--- config.mk ---
export PLATFORM = sky130hd
export DESIGN_NAME = logic_unit_pipe
export DESIGN_NICKNAME = d
export VERILOG_FILES = /design/src/rtl/logic_unit_pipe.sv
export SDC_FILE = /design/constraint.sdc
export NUM_CORES = 1
export LEC_CHECK = 0
export ABC_AREA = 1
export CAP_MARGIN = 20
export CORE_MARGIN = 2
export CORE_UTILIZATION = 55
export DETAILED_ROUTE_END_ITERATION = 12
export GPL_TIMING_DRIVEN = 0
export PLACE_DENSITY = 0.88
export SYNTH_ARGS = -nofsm -noshare
export SYNTH_HDL_FRONTEND = slang
export SYNTH_SLANG_ARGS = --single-unit
--- constraint.sdc ---
create_clock -name clk -period 3.4 [get_ports clk]
set_clock_uncertainty 0.1 [all_clocks]
set_input_delay 0.85 -clock clk [delete_from_list [all_inputs] [get_ports clk]]
set_output_delay 0.85 -clock clk [all_outputs]
set_load 0.005 [all_outputs]
--- src/rtl/logic_unit_pipe.sv ---
// Single-stage bitwise logic unit behind a valid/ready handshake.
// The result and its flags are registered; op_count tracks delivered results.
module logic_unit_pipe #(
  parameter int WIDTH = 8,
  parameter int CNT_W = 16
) (
  input  logic             clk,
  input  logic             rst,
  input  logic             in_valid,
  output logic             in_ready,
  input  logic [2:0]       op,
  input  logic [WIDTH-1:0] a,
  input  logic [WIDTH-1:0] b,
  output logic             out_valid,
  input  logic             out_ready,
  output logic [WIDTH-1:0] y,
  output logic             zero,
  output logic             parity,
  output logic             err,
  output logic [CNT_W-1:0] op_count
);

  logic             in_xfer;
  logic             out_xfer;
  logic [WIDTH-1:0] res;
  logic             res_err;

  // The output register can take a new result whenever its current one leaves.
  assign in_ready = !out_valid || out_ready;
  assign in_xfer  = in_valid && in_ready;
  assign out_xfer = out_valid && out_ready;

  always_comb begin
    res     = '0;
    res_err = 1'b0;
    case (op)
      3'd0:    res = ~a;
      3'd1:    res = a & b;
      3'd2:    res = ~(a & b);
      3'd3:    res = a | b;
      3'd4:    res = ~(a | b);
      3'd5:    res = a ^ b;
      3'd6:    res = ~(a ^ b);
      default: res_err = 1'b1;
    endcase
  end

  always_ff @(posedge clk) begin
    if (rst) begin
      out_valid <= 1'b0;
      y         <= '0;
      zero      <= 1'b1;
      parity    <= 1'b0;
      err       <= 1'b0;
      op_count  <= '0;
    end else begin
      if (in_xfer) begin
        out_valid <= 1'b1;
        y         <= res;
        zero      <= (res == '0);
        parity    <= ^res;
        err       <= res_err;
      end else if (out_xfer) begin
        out_valid <= 1'b0;
      end
      // Saturate rather than wrap so a long run never reports a small count.
      if (out_xfer && (op_count != {CNT_W{1'b1}}))
        op_count <= op_count + CNT_W'(1);
    end
  end

endmodule

==> impl_results.html <==
<table>
<tr><th>Metric</th><th>Value</th></tr>
<tr><th colspan="2">Yosys</th></tr>
<tr><td>Most instantiated flip-flop cell in the synthesis netlist</td><td>sky130_fd_sc_hd__dfxtp_1</td></tr>
<tr><td>Largest area contributor in the netlist</td><td>sky130_fd_sc_hd__dfxtp_1</td></tr>
<tr><td>Number of standard cells after synthesis</td><td>365</td></tr>
<tr><td>Flip-flop and latch count after synthesis</td><td>28</td></tr>
<tr><td>Fraction of synthesis flops using an asynchronous set or reset pin</td><td>0%</td></tr>
<tr><td>Post-synthesis area per instance</td><td>6.35 um2</td></tr>
<tr><td>Number of library cell types mapped by synthesis</td><td>30</td></tr>
<tr><td>Leading post-synthesis cells by cell area</td><td>sky130_fd_sc_hd__dfxtp_1, sky130_fd_sc_hd__nand2_1, sky130_fd_sc_hd__ha_1</td></tr>
<tr><td>Count of flip-flops with a built-in enable after synthesis</td><td>0</td></tr>
<tr><td>Top-area cell type share of the netlist area</td><td>24.2%</td></tr>
<tr><td>Synth Net Count</td><td>409</td></tr>
<tr><td>Sequential element share of the synthesized area</td><td>24.2%</td></tr>
<tr><td>Cell area after synthesis</td><td>2320 um2</td></tr>
<tr><td>Top cells by count, synth</td><td>sky130_fd_sc_hd__nand2_1, sky130_fd_sc_hd__nor2_1, sky130_fd_sc_hd__inv_1</td></tr>
<tr><td>Yosys warns</td><td>0</td></tr>
<tr><td>Most instantiated library cell after synthesis</td><td>sky130_fd_sc_hd__nand2_1</td></tr>
<tr><th colspan="2">Routing</th></tr>
<tr><td>First-pass DRT Iterations</td><td>4</td></tr>
<tr><td>Antenna-violating nets left</td><td>0</td></tr>
<tr><td>Count of unresolved DRC violations after routing</td><td>0</td></tr>
<tr><td>Drt wl/cell</td><td>11.2 um</td></tr>
<tr><td>DRC violation total after the first TritonRoute iteration</td><td>125</td></tr>
<tr><td>Vias after detailed routing</td><td>2,319</td></tr>
<tr><td>Via count normalized by instance count</td><td>between 4 and 5</td></tr>
<tr><td>Routed wire length</td><td>5250 um</td></tr>
<tr><th colspan="2">Floorplan</th></tr>
<tr><td>Count of standard-cell rows</td><td>23</td></tr>
<tr><td>Floorplan core area</td><td>about 4000 um2</td></tr>
<tr><td>Initial standard-cell utilization of the core</td><td>57.5%</td></tr>
<tr><td>Width of the chip</td><td>between 60 and 70 um</td></tr>
<tr><td>Top-level I/O count</td><td>52</td></tr>
<tr><td>Die H</td><td>~69 um</td></tr>
<tr><td>Total Die Area</td><td>4750 um2</td></tr>
<tr><th colspan="2">Worst setup path</th></tr>
<tr><td>Kind of critical path</td><td>primary input to flip-flop</td></tr>
<tr><td>Endpoint class of the critical path</td><td>flip-flop</td></tr>
<tr><td>Required time of the critical path</td><td>3.47 ns</td></tr>
<tr><td>Reg-to-reg setup timing slack</td><td>~1.7 ns</td></tr>
<tr><td>R2R depth</td><td>9</td></tr>
<tr><td>Reg2reg start</td><td>op_count[1]$_SDFFE_PP0P_</td></tr>
<tr><td>Most used cell, CP</td><td>sky130_fd_sc_hd__nand2_1</td></tr>
<tr><td>Critical R2R Capture</td><td>op_count[5]$_SDFFE_PP0P_</td></tr>
<tr><td>Largest driver fanout on the critical path</td><td>8</td></tr>
<tr><td>Slowest cell on the critical path</td><td>sky130_fd_sc_hd__clkdlybuf4s50_1</td></tr>
<tr><td>CP Launch Type</td><td>primary input</td></tr>
<tr><td>Arrival time at the worst endpoint</td><td>3.11 ns</td></tr>
<tr><td>Delay of the slowest cell on the worst path</td><td>0.53 ns</td></tr>
<tr><td>Cell-by-cell trace of the critical path</td><td>clkdlybuf4s50_1, inv_2, nand2_1, nor2_2, nand2_1, nand2_1, nor2_1, and2_1, ha_1, xnor2_1, xnor2_1, o21ai_0, inv_1</td></tr>
<tr><th colspan="2">Timing</th></tr>
<tr><td>Final setup violation count</td><td>0</td></tr>
<tr><td>F_max</td><td>between 300 and 400 MHz</td></tr>
<tr><td>Transition time of the tightest slew-check pin</td><td>~0.53 ns</td></tr>
<tr><td>Setup ws final</td><td>0.362 ns</td></tr>
<tr><td>Final setup TNS</td><td>0 ns</td></tr>
<tr><td>Setup repair after global routing missed its margin</td><td>false</td></tr>
<tr><td>Share of the clock period used by the worst path after layout</td><td>89.4%</td></tr>
<tr><td>Number of max-slew violations in the final report</td><td>0</td></tr>
<tr><td>Relative slew margins</td><td>64.4%</td></tr>
<tr><td>Post-layout minimum cycle time</td><td>a little over 3 ns</td></tr>
<tr><td>Final number of hold-violating endpoints</td><td>0</td></tr>
<tr><th colspan="2">Clock network</th></tr>
<tr><td>Count of instances resized after the clock tree is built</td><td>0</td></tr>
<tr><td>Postcts setup bufs</td><td>0</td></tr>
<tr><td>Number of clock sinks seen by CTS</td><td>28</td></tr>
<tr><td>Clock transition at the registers of the reported paths</td><td>0.09 ns</td></tr>
<tr><td>Number of levels the H-tree was split into</td><td>1</td></tr>
<tr><td>Clock tree root buffer cell</td><td>sky130_fd_sc_hd__clkbuf_8</td></tr>
<tr><td>CTS tree</td><td>done</td></tr>
<tr><td>Clk_lat worst skew</td><td>about 0.27 ns</td></tr>
<tr><td>Clock buffer count from CTS</td><td>3</td></tr>
<tr><td>Number of buffers added to fix hold violations after cts</td><td>0</td></tr>
<tr><td>Longest Clk Path Bufs</td><td>2</td></tr>
<tr><th colspan="2">Worst hold path</th></tr>
<tr><td>Hold Path End</td><td>op_count[1]$_SDFFE_PP0P_</td></tr>
<tr><td>Hold path start</td><td>op_count[1]$_SDFFE_PP0P_</td></tr>
<tr><td>Hold-critical path depth</td><td>2</td></tr>
<tr><td>Worst min-delay path category</td><td>flip-flop to flip-flop</td></tr>
<tr><th colspan="2">Job</th></tr>
<tr><td>Number of maximum-capacitance violations</td><td>0</td></tr>
<tr><th colspan="2">Power and ir drop</th></tr>
<tr><td>Static leakage power</td><td>1.41 nW</td></tr>
<tr><td>Power per cell area</td><td>~270 nW/um2</td></tr>
<tr><td>Overall power</td><td>0.787 mW</td></tr>
<tr><td>Worst IR drop on VDD</td><td>0.225 mV</td></tr>
<tr><th colspan="2">Layout</th></tr>
<tr><td>Antenna Cells</td><td>0</td></tr>
<tr><td>Multi-input combinational cell area</td><td>1520 um2</td></tr>
<tr><td>Share of final-layout standard cells stronger than drive strength 1</td><td>8.13%</td></tr>
<tr><td>Post-layout nets</td><td>463</td></tr>
<tr><td>Filler cell count</td><td>331</td></tr>
<tr><td>Total area of sequential cells</td><td>561 um2</td></tr>
<tr><td>Synth-to-layout area growth</td><td>26.2%</td></tr>
<tr><th colspan="2">Placed design</th></tr>
<tr><td>Number of buffer cells added on primary ports</td><td>49</td></tr>
<tr><td>Pre-CTS setup slack</td><td>between 0.09 and 0.1 ns</td></tr>
<tr><td>HPWL after detailed placement</td><td>4180 um</td></tr>
<tr><td>Placer's final routability congestion estimate</td><td>about 0.9</td></tr>
<tr><th colspan="2">Outcome</th></tr>
<tr><td>Status</td><td>completed</td></tr>
<tr><th colspan="2">Global route</th></tr>
<tr><td>Global-route congestion overflow total</td><td>0</td></tr>
<tr><td>GRT Total Usage</td><td>23.6%</td></tr>
<tr><td>First-pass GRT wire length</td><td>8660 um</td></tr>
<tr><td>Via count of the first global-routing pass</td><td>2,066</td></tr>
<tr><td>Maximum number of pins on one net before global-route repair</td><td>16</td></tr>
<tr><td>Initial antenna violation count</td><td>0</td></tr>
</table>
==> layout make-up <==
| class | instances | area share (%) |
|---|---|---|
| tap | 50 | 2.14 |
| buffer | 6 | 1.33 |
| clock buffer | 4 | 1.88 |
| timing repair buffer | 49 | 16.8 |
| inverter | 54 | 6.93 |
| sequential | 28 | 19.2 |
| multi-input combinational | 277 | 51.8 |
==> power by group <==
| part | leakage [nW] | internal (mW) | total (mW) | switching [mW] |
|---|---|---|---|---|
| clock | 0.0288 | 0.104 | 0.205 | 0.102 |
| sequential | 0.229 | 0.343 | 0.353 | 0.0107 |
| combinational | 1.16 | 0.114 | 0.228 | 0.113 |
| total | 1.41 | 0.561 | 0.787 | 0.226 |
==> routing by layer <==
layer / up-vias / GRT usage, % / part of all wire, %
met5: - / 0 / 0
met2: 49 / 41.2 / 47
li1: 1233 / - / -
met1: 1033 / 31.0 / 48
met3: 4 / 3.90 / 4.1
met4: 0 / 3.92 / 0.55
==> state kept, by name, summed over array words and instances (netlist names) <==
register and cells:
op_count 16, y 8, err 1, out_valid 1, parity 1, zero 1
==> cell usage in the layout (no fill, tap or decap), drive strengths merged <==
| cell | netlist | layout |
|---|---|---|
| nand4 | 4 | 4 |
| nor2 | 75 | 75 |
| mux2i | 7 | 7 |
| nor3 | 2 | 2 |
| ha | 21 | 21 |
| o21ai | 12 | 12 |
| buf | 4 | 4 |
| xor2 | 4 | 4 |
| xnor2 | 4 | 4 |
| a21oi | 14 | 14 |
| nand3b | 2 | 2 |
| nor4 | 1 | 1 |
| clkdlybuf4s50 | 0 | 49 |
| and2 | 7 | 7 |
| dfxtp | 28 | 28 |
| clkbuf | 2 | 6 |
| nand3 | 21 | 21 |
| inv | 54 | 54 |
| nand2 | 103 | 103 |
==> metrics by stage <==
step / cells / hold slack, ns / instance area, um2 / utilization (%)
after floorplan: 365 / 0.367 / 2320 / -
after global placement: 464 / 0.389 / 2870 / 71.2
after detailed placement: 464 / 0.413 / 2870 / 71.2
after CTS: 468 / 0.427 / 2930 / 72.6
after global routing: 468 / 0.455 / 2930 / 72.6
final: 468 / 0.422 / 2930 / 72.6
==> kinds of logic (layout without fill, tap and decap cells) <==
| group | after synthesis | count (layout) | share of synthesized area (%) |
|---|---|---|---|
| and+or+nand+nor | 215 | 215 | 42.1 |
| buffers and inverters | 60 | 113 | 10.4 |
| DFF | 28 | 28 | 24.2 |
| AOI/OAI and AO/OA | 26 | 26 | 5.94 |
| adders and majority gates | 21 | 21 | 11.3 |
| xor gates and xnor gates | 8 | 8 | 3.02 |
| muxes | 7 | 7 | 3.02 |
==> how the worst max path moves through the flow <==
stage	start	endpoint	slack, ns	depth (start not counted)
floorplan	op[0]	parity$_SDFFE_PP0P_	0.83	12
global placement	op[1]	parity$_SDFFE_PP0P_	0.17	13
detailed placement	op[1]	parity$_SDFFE_PP0P_	0.09	13
CTS	op[1]	parity$_SDFFE_PP0P_	0.37	13
global route	op[1]	parity$_SDFFE_PP0P_	0.17	13
finish	op[1]	parity$_SDFFE_PP0P_	0.36	13
==> worst max-delay path, delay by kind of cell <==
| family | cells | cell delay (ns) |
|---|---|---|
| and+or+nand+nor | 6 | 0.75 |
| adders and majority gates | 1 | 0.29 |
| buffers and inverters | 3 | 0.73 |
| AOI/OAI and AO/OA | 1 | 0.18 |
| xor gates and xnor gates | 2 | 0.30 |
(Power assumes the default switching activity.)
